<file path="src/rtl/eight_to_three_encoder_pkg.sv">
// Shared widths, code type and constants for the 8-to-3 priority encoder.
package enc_pkg;
  localparam int ENC_IN_W  = 8;
  localparam int ENC_OUT_W = 3;

  typedef logic [ENC_OUT_W-1:0] enc_code_t;

  localparam enc_code_t ENC_CODE_NONE = 3'b000;
endpackage

</file>
<file path="src/rtl/eight_to_three_encoder_if.sv">
// Request/code bundle between a requester and the encoder.
// multi_hot is present only when ENCODER_MULTI_HOT_EN is defined.
interface eight_to_three_encoder_if;
  import enc_pkg::*;

  logic [ENC_IN_W-1:0] eight_input;
  enc_code_t           three_output;
  logic                V;
`ifdef ENCODER_MULTI_HOT_EN
  logic                multi_hot;
`endif

  modport master (
    output eight_input,
`ifdef ENCODER_MULTI_HOT_EN
    input  multi_hot,
`endif
    input  three_output,
    input  V
  );

  modport slave (
    input  eight_input,
`ifdef ENCODER_MULTI_HOT_EN
    output multi_hot,
`endif
    output three_output,
    output V
  );
endinterface

</file>
<file path="src/rtl/eight_to_three_encoder_prio_comb.sv">
// Purely combinational priority logic: index of highest set bit, any-set, and
// (with ENCODER_MULTI_HOT_EN) more-than-one-set.
module enc_prio_comb
  import enc_pkg::*;
(
  input  logic [ENC_IN_W-1:0] eight_input,
`ifdef ENCODER_MULTI_HOT_EN
  output logic                multi,
`endif
  output enc_code_t           code,
  output logic                any
);

  // Ascending scan so the highest set index is the last one written.
  always_comb begin
    code = ENC_CODE_NONE;
    for (int i = 0; i < ENC_IN_W; i++) begin
      if (eight_input[i]) begin
        code = enc_code_t'(i);
      end
    end
  end

  assign any = |eight_input;

`ifdef ENCODER_MULTI_HOT_EN
  assign multi = ($countones(eight_input) > 1);
`endif

endmodule

</file>
<file path="src/rtl/eight_to_three_encoder.sv">
// Registered 8-to-3 priority encoder, 1-cycle latency, no stall; outputs clear
// asynchronously on rst_n low. Optional multi_hot output under ENCODER_MULTI_HOT_EN.
module eight_to_three_encoder
  import enc_pkg::*;
(
  input  logic                    clk,
  input  logic                    rst_n,
  eight_to_three_encoder_if.slave bus
);

  localparam int IN_W  = ENC_IN_W;
  localparam int OUT_W = ENC_OUT_W;

  logic [OUT_W-1:0] w_code;
  logic             w_any;
  logic [OUT_W-1:0] r_code;
  logic             r_v;
  logic [IN_W-1:0]  w_in;

  assign w_in = bus.eight_input;

`ifdef ENCODER_MULTI_HOT_EN
  logic w_multi;
  logic r_multi;

  enc_prio_comb u_prio (
    .eight_input (w_in),
    .multi       (w_multi),
    .code        (w_code),
    .any         (w_any)
  );

  always_ff @(posedge clk or negedge rst_n) begin
    if (!rst_n) begin
      r_multi <= 1'b0;
    end else begin
      r_multi <= w_multi;
    end
  end

  assign bus.multi_hot = r_multi;
`else
  enc_prio_comb u_prio (
    .eight_input (w_in),
    .code        (w_code),
    .any         (w_any)
  );
`endif

  // Code and valid share one register stage so they always change together.
  always_ff @(posedge clk or negedge rst_n) begin
    if (!rst_n) begin
      r_code <= ENC_CODE_NONE;
      r_v    <= 1'b0;
    end else begin
      r_code <= w_code;
      r_v    <= w_any;
    end
  end

  assign bus.three_output = r_code;
  assign bus.V            = r_v;

endmodule

</file>
<file path="src/flat_wrapper.sv">
// flat-port wrapper written by rule: the top's interface ports become plain ports
module eight_to_three_encoder_flat import enc_pkg::*;
  (clk, rst_n, bus_eight_input, bus_three_output, bus_V);
  eight_to_three_encoder_if bus_i ();
  input  logic clk;
  input  logic rst_n;
  input wire logic [$bits(bus_i.eight_input)-1:0] bus_eight_input;
  output wire logic [$bits(bus_i.three_output)-1:0] bus_three_output;
  output wire logic [$bits(bus_i.V)-1:0] bus_V;
  assign bus_i.eight_input = bus_eight_input;
  assign bus_three_output = bus_i.three_output;
  assign bus_V = bus_i.V;
  eight_to_three_encoder u_core (.clk(clk), .rst_n(rst_n), .bus(bus_i));
endmodule
</file>
<file path="config.mk">
export PLATFORM = sky130hd
export DESIGN_NAME = eight_to_three_encoder_flat
export DESIGN_NICKNAME = d
export VERILOG_FILES = /design/src/rtl/eight_to_three_encoder_pkg.sv /design/src/rtl/eight_to_three_encoder_if.sv /design/src/rtl/eight_to_three_encoder_prio_comb.sv /design/src/rtl/eight_to_three_encoder.sv /design/src/flat_wrapper.sv
export SDC_FILE = /design/constraint.sdc
export NUM_CORES = 1
export LEC_CHECK = 0
export CAP_MARGIN = 20
export CORE_AREA = 8 8 45 47
export CTS_CLUSTER_DIAMETER = 60
export DETAILED_ROUTE_END_ITERATION = 6
export DIE_AREA = 0 0 53 55
export GPL_ROUTABILITY_DRIVEN = 0
export SYNTH_ARGS = -nofsm -noshare
export SYNTH_HDL_FRONTEND = slang
export SYNTH_SLANG_ARGS = --single-unit
</file>
<file path="constraint.sdc">
create_clock -name clk -period 1 [get_ports clk]
set_clock_uncertainty 0.2 [all_clocks]
set_input_delay 0.3 -clock clk [delete_from_list [all_inputs] [get_ports clk]]
set_output_delay 0.3 -clock clk [all_outputs]
set_load 0.01 [all_outputs]
</file>
==> impl_metrics.tcl, run 1 <==
set metrics [dict create \
    synth_top_cells_by_count "dfrtp_1, nor2_1, a21oi_1, o31ai_1" \
    worst_ep_arrival_time_ns 0.71 \
    io_buffers 13 \
    avgSynthCellArea_um2 9.853 \
    cts_sinks 4 \
    finalCriticalPeriod_ns 1.211 \
    instances_no_fill 48 \
    die_h_um 55 \
    postCtsSetupRepairBufs 0 \
    cpMaxStageDelayCell "dfrtp_1" \
    power_frac_comb_pct 14.6 \
    switchingPower_mw 0.08911 \
    power_density_nw_per_um2 1334 \
    synth_top_family_by_area "compound AO/OA/AOI/OAI gates" \
    worstPathRequired_ns 0.50 \
    synthArstFlopShare_pct 100.0 \
    wl_um 416 \
    root_buffer "clkbuf_4" \
    antenna_left 0 \
    start_util_pct 11.39 \
    hold_buffers 0 \
    dp_hpwl_um 358.8 \
    grt_pass1_vias 194 \
    fin_tns_setup_ns -0.8324 \
    die_w_um 53 \
    violations "negative setup slack" \
    synth_top_cell_by_area "dfrtp_1" \
    cts_tree "built" \
    grt_pass1_wl_um 814 \
    drt_iter0_markers 1 \
    synth_compound_area_share_pct 15.87 \
    ir_drop_v 0.0002862 \
    nNetsFinal 44 \
    max_cap_violations 0 \
    vias 167 \
    yosys_warnings 0 \
    synth_cell_types 8 \
    grt_start_max_net_pins 5 \
    yosys.area_share.simple_pct 15.87 \
    finalHoldViolations 0 \
    max-slew-margin-rel_pct 85.19 \
    cts_buffers 3 \
    timing.fmax_mhz 826.0 \
    synth-edff-count 0 \
    worst_setup_path_start_kind "register" \
    synthFlopType "dfrtp_1" \
    fin_util_pct 23.24 \
    rows 14 \
    switching_share_pct 20.78 \
    rsz0062_at_grt "true" \
    power_frac_seq_pct 40.0 \
    groute.usage.overall_pct 4.331 \
    cts_max_level 1 \
    wire_per_inst_um 8.667 \
    ys_seq_elements 4 \
    post-route-worst-setup-slack_ns -0.2106 \
    worstHoldPathType "in2async" \
    dpl_cell_area_um2 307.8 \
    globalRouteOverflowTotal 0 \
    status "finished, violations left" \
    final_area_um2 321.6 \
    critPathMaxFanout 1 \
    clk_path_buf_depth 2 \
    synth.top_cell.area_share_pct 63.49 \
    ys_seq_area_share_pct 63.49 \
    first_pass_iters 2 \
    slowest_delay_ns 0.36 \
    place_inst 45 \
    die_area_um2 2915 \
    timing.final.max_slew_violations 0 \
    synth-xor-area-share_pct 0 \
    worst_slew_pin_slew_ns 0.2202 \
    syn_inst 16 \
    synth.top_cells.by_area "dfrtp_1, nor2_1, o31ai_1, a21oi_1, nand4_1" \
    drive_gt1_share_pct 25.00 \
    worstSetupEndpointType "primary output" \
    antenna_found_initial 0 \
    area.growth.synth_to_final_pct 104.0 \
    core_area_um2 1384 \
    setup_viol 4 \
    fin_crit_sh_pct 121.1 \
    antenna-diode-count 0 \
    critical_path.cell_chain "buf_6" \
    clkPwrFrac_pct 45.3 \
    yosys.area_share.adder_pct 0 \
    cpLargestDelayFamily "flip-flops" \
    synthMuxAreaShare_pct 0 \
    critPathKind "reg2out" \
    syn_nets 26 \
    cp_num_buf_inv 1 \
    syn_area_um2 157.7 \
    leakage_nw 0.1407 \
    clk_pin_slew_ns 0.04 \
    power_mw 0.4289 \
    drc 0 \
    io_pins 14 \
    via_per_inst 3.479 \
    internal_power_mw 0.3398 \
]
==> flip-flops by register name, summed over array words and instances, names as in the netlist <==
signal	cells
u_core.bus.V	1
u_core.bus.three_output	3
==> metrics by stage <==
step                hold slack (ns)  worst slack (ns)
floorplan                   -0.1956            0.1244
global route                0.06626           -0.2415
CTS                         0.05920           -0.2212
global placement             0.3097           -0.3932
detailed placement           0.3073           -0.4043
finish                      0.06491           -0.2106
==> what timing repair did <==
item                                    in CTS  in global routing
gates resized for setup                     25                  3
pin swaps                                    5                  0
endpoints found under the setup margin       8                  4
==> cells in the final DEF, fill, tap and decap left out, drive strengths merged <==
cell type and count:
nor2 4, nand4 1, inv 1, buf 4, o31ai 2, clkdlybuf4s50 1
dlygate4sd2 8, clkinv 1, dfrtp 4, clkbuf 3, a21oi 2, nand2 1
==> power by group through the flow <==
stage	clock network, mW	logic (mW)	registers, mW
6_report	0.194	0.0628	0.172
5_1_grt	0.225	0.0711	0.172
4_1_cts	0.205	0.0571	0.170
3_5_place_dp	0	0.0732	0.172
3_3_place_gp	0	0.0729	0.172
2_1_floorplan	0	0.0125	0.176
==> kinds of logic (layout without fill, tap and decap cells) <==
logic type | count (synthesis) | in the layout
flip-flops | 4 | 4
AND/OR/NAND/NOR | 6 | 6
AO/OA/AOI/OAI | 4 | 4
buffers and inverters | 2 | 18
==> metal layers <==
metal	up-vias	wire, µm	track usage [%]
li1	87	-	-
met1	63	215	4.755
met2	15	117	3.516
met3	2	64	3.209
met4	0	19	7.759
met5	-	0	0
==> area by class of cell <==
type	instances	area [µm²]
repair buffers	13	118.9
well taps	16	20.02
clock buffers	3	22.52
inverters	2	7.507
flip-flops and latches	4	100.1
multi-input cells	10	52.55
fillers	161	1062
==> worst max-delay path by stage <==
stage	end	cells past startpoint	start	slack [ns]
4_1_cts	bus_three_output[2]	1	u_core.bus.three_output[2]$_DFF_PN0_	-0.22
3_5_place_dp	u_core.bus.V$_DFF_PN0_	3	bus_eight_input[6]	-0.40
5_1_grt	bus_three_output[1]	1	u_core.bus.three_output[1]$_DFF_PN0_	-0.24
2_1_floorplan	bus_V	0	u_core.bus.V$_DFF_PN0_	0.12
3_3_place_gp	u_core.bus.three_output[0]$_DFF_PN0_	4	bus_eight_input[6]	-0.39
6_report	bus_three_output[0]	1	u_core.bus.three_output[0]$_DFF_PN0_	-0.21
Power figures use the tool's default switching activity.
==> run 2: changes to the inputs <==
Settings changed: CORE_AREA 8 8 45 47 to 2 2 39 41, DIE_AREA 0 0 53 55 to 0 0 41 43.
==> impl_metrics.tcl, run 2 (synthesized netlist as in run 1, its figures left out) <==
set metrics [dict create \
    critical_path.cell_chain "buf_2" \
    critPathKind "reg2out" \
    worst_ep_arrival_time_ns 0.71 \
    ir_drop_v 0.0002305 \
    die_w_um 41 \
    dp_hpwl_um 274.6 \
    vias 170 \
    drt_iter0_markers 3 \
    status "finished, violations left" \
    timing.fmax_mhz 828.5 \
    cts_sinks 4 \
    cpMaxStageDelayCell "dfrtp_1" \
    groute.usage.overall_pct 5.734 \
    grt_pass1_vias 133 \
    antenna-diode-count 0 \
    die_area_um2 1763 \
    critPathMaxFanout 1 \
    nFillCells 158 \
    cts_tree "built" \
    grt_pass1_wl_um 476 \
    finalHoldViolations 0 \
    power_density_nw_per_um2 1354 \
    worstSetupPathDepth 1 \
    cpLargestDelayFamily "flip-flops" \
    worst_setup_path_start_kind "register" \
    fin_tns_setup_ns -0.8203 \
    timing.final.max_slew_violations 0 \
    finalCriticalPeriod_ns 1.207 \
    antenna_left 0 \
    die_h_um 43 \
    hold_buffers 0 \
    core_area_um2 1384 \
    clk_path_buf_depth 2 \
    wl_um 368 \
    grt_start_max_net_pins 5 \
    worst_slew_pin_slew_ns 0.2140 \
    io_pins 14 \
    nNetsFinal 44 \
    rsz0062_at_grt "true" \
    globalRouteOverflowTotal 0 \
    area.growth.synth_to_final_pct 97.62 \
    timing.hold.ws_ns 0.06615 \
    worstSetupEndpointType "primary output" \
    violations "negative setup slack" \
    worstHoldPathType "in2async" \
    max-slew-margin-rel_pct 85.61 \
    worstPathRequired_ns 0.50 \
    cp_num_buf_inv 1 \
    leakage_nw 0.1418 \
    first_pass_iters 2 \
    wire_per_inst_um 7.667 \
    rows 14 \
    clk_pin_slew_ns 0.04 \
    setup_viol 4 \
    layout_commonest_cell "dlygate4sd2_1" \
    root_buffer "clkbuf_4" \
    drc 0 \
    power_mw 0.4217 \
    fin_crit_sh_pct 120.7 \
    cts_max_level 1 \
    drive_gt1_share_pct 31.25 \
    via_per_inst 3.542 \
    cts_buffers 3 \
    largest_register_ffs 3 \
    start_util_pct 11.39 \
    antenna_found_initial 0 \
    post-route-worst-setup-slack_ns -0.2070 \
    max_cap_violations 0 \
    slowest_delay_ns 0.35 \
    io_buffers 13 \
    final_cell_mix "dlygate4sd2_1, buf_2, dfrtp_1" \
]
## run 2: cell count changes in the layout (fill, tap and decap cells not counted)
cell and change:
dlymetal6s2s_1 +1, dlygate4sd2_1 -1, a21oi_2 +1, clkinv_1 -1, clkinv_2 +1, buf_6 -3
buf_2 +3, a21oi_1 -1
## run 2: report_power, final
group	switching (mW)	internal (mW)	leakage (nW)
logic	0.0274	0.0315	0.0894
registers	0.00119	0.169	0.0386
clock network	0.0589	0.134	0.0138
total	0.0875	0.334	0.142
## run 2: routing by layer
layer | wire, µm | GRT usage, %
met1 | 138 | 5.502
met2 | 141 | 4.063
met3 | 59 | 1.571
met4 | 27 | 16.00
met5 | 0 | 0
## run 2: cell type report
class	count	area, µm²	share of cell area [%]
Inverter	2	8.758	2.811
Sequential cell	4	100.1	32.13
Timing Repair Buffer	13	103.9	33.33
Tap cell	16	20.02	6.426
Clock buffer	3	22.52	7.229
Multi-Input combinational cell	10	56.30	18.07
## run 2: through the flow
step	worst slack [ns]	utilization (%)	std cells	instance area, µm²
2_1_floorplan	0.1244	-	16	157.7
3_3_place_gp	-0.3973	22.24	45	307.8
3_5_place_dp	-0.4032	22.24	45	307.8
4_1_cts	-0.2212	22.15	48	306.5
5_1_grt	-0.2317	22.51	48	311.5
6_report	-0.2070	22.51	48	311.5
## run 2: repair_timing
item / in CTS / in global routing
buffers inserted: 0 / 0
endpoints found under the hold margin: 0 / 0
pin swaps: 2 / 1
setup endpoints to repair: 8 / 6
resized for setup: 25 / 2
## run 2: worst paths after layout
path / from / to / slack (ns)
hold / removal: rst_n / u_core.bus.three_output[2]$_DFF_PN0_ / 0.07
max in group asynchronous: rst_n / u_core.bus.three_output[0]$_DFF_PN0_ / 0.38
setup / recovery: u_core.bus.three_output[1]$_DFF_PN0_ / bus_three_output[1] / -0.21
min in group clk: bus_eight_input[0] / u_core.bus.V$_DFF_PN0_ / 0.12
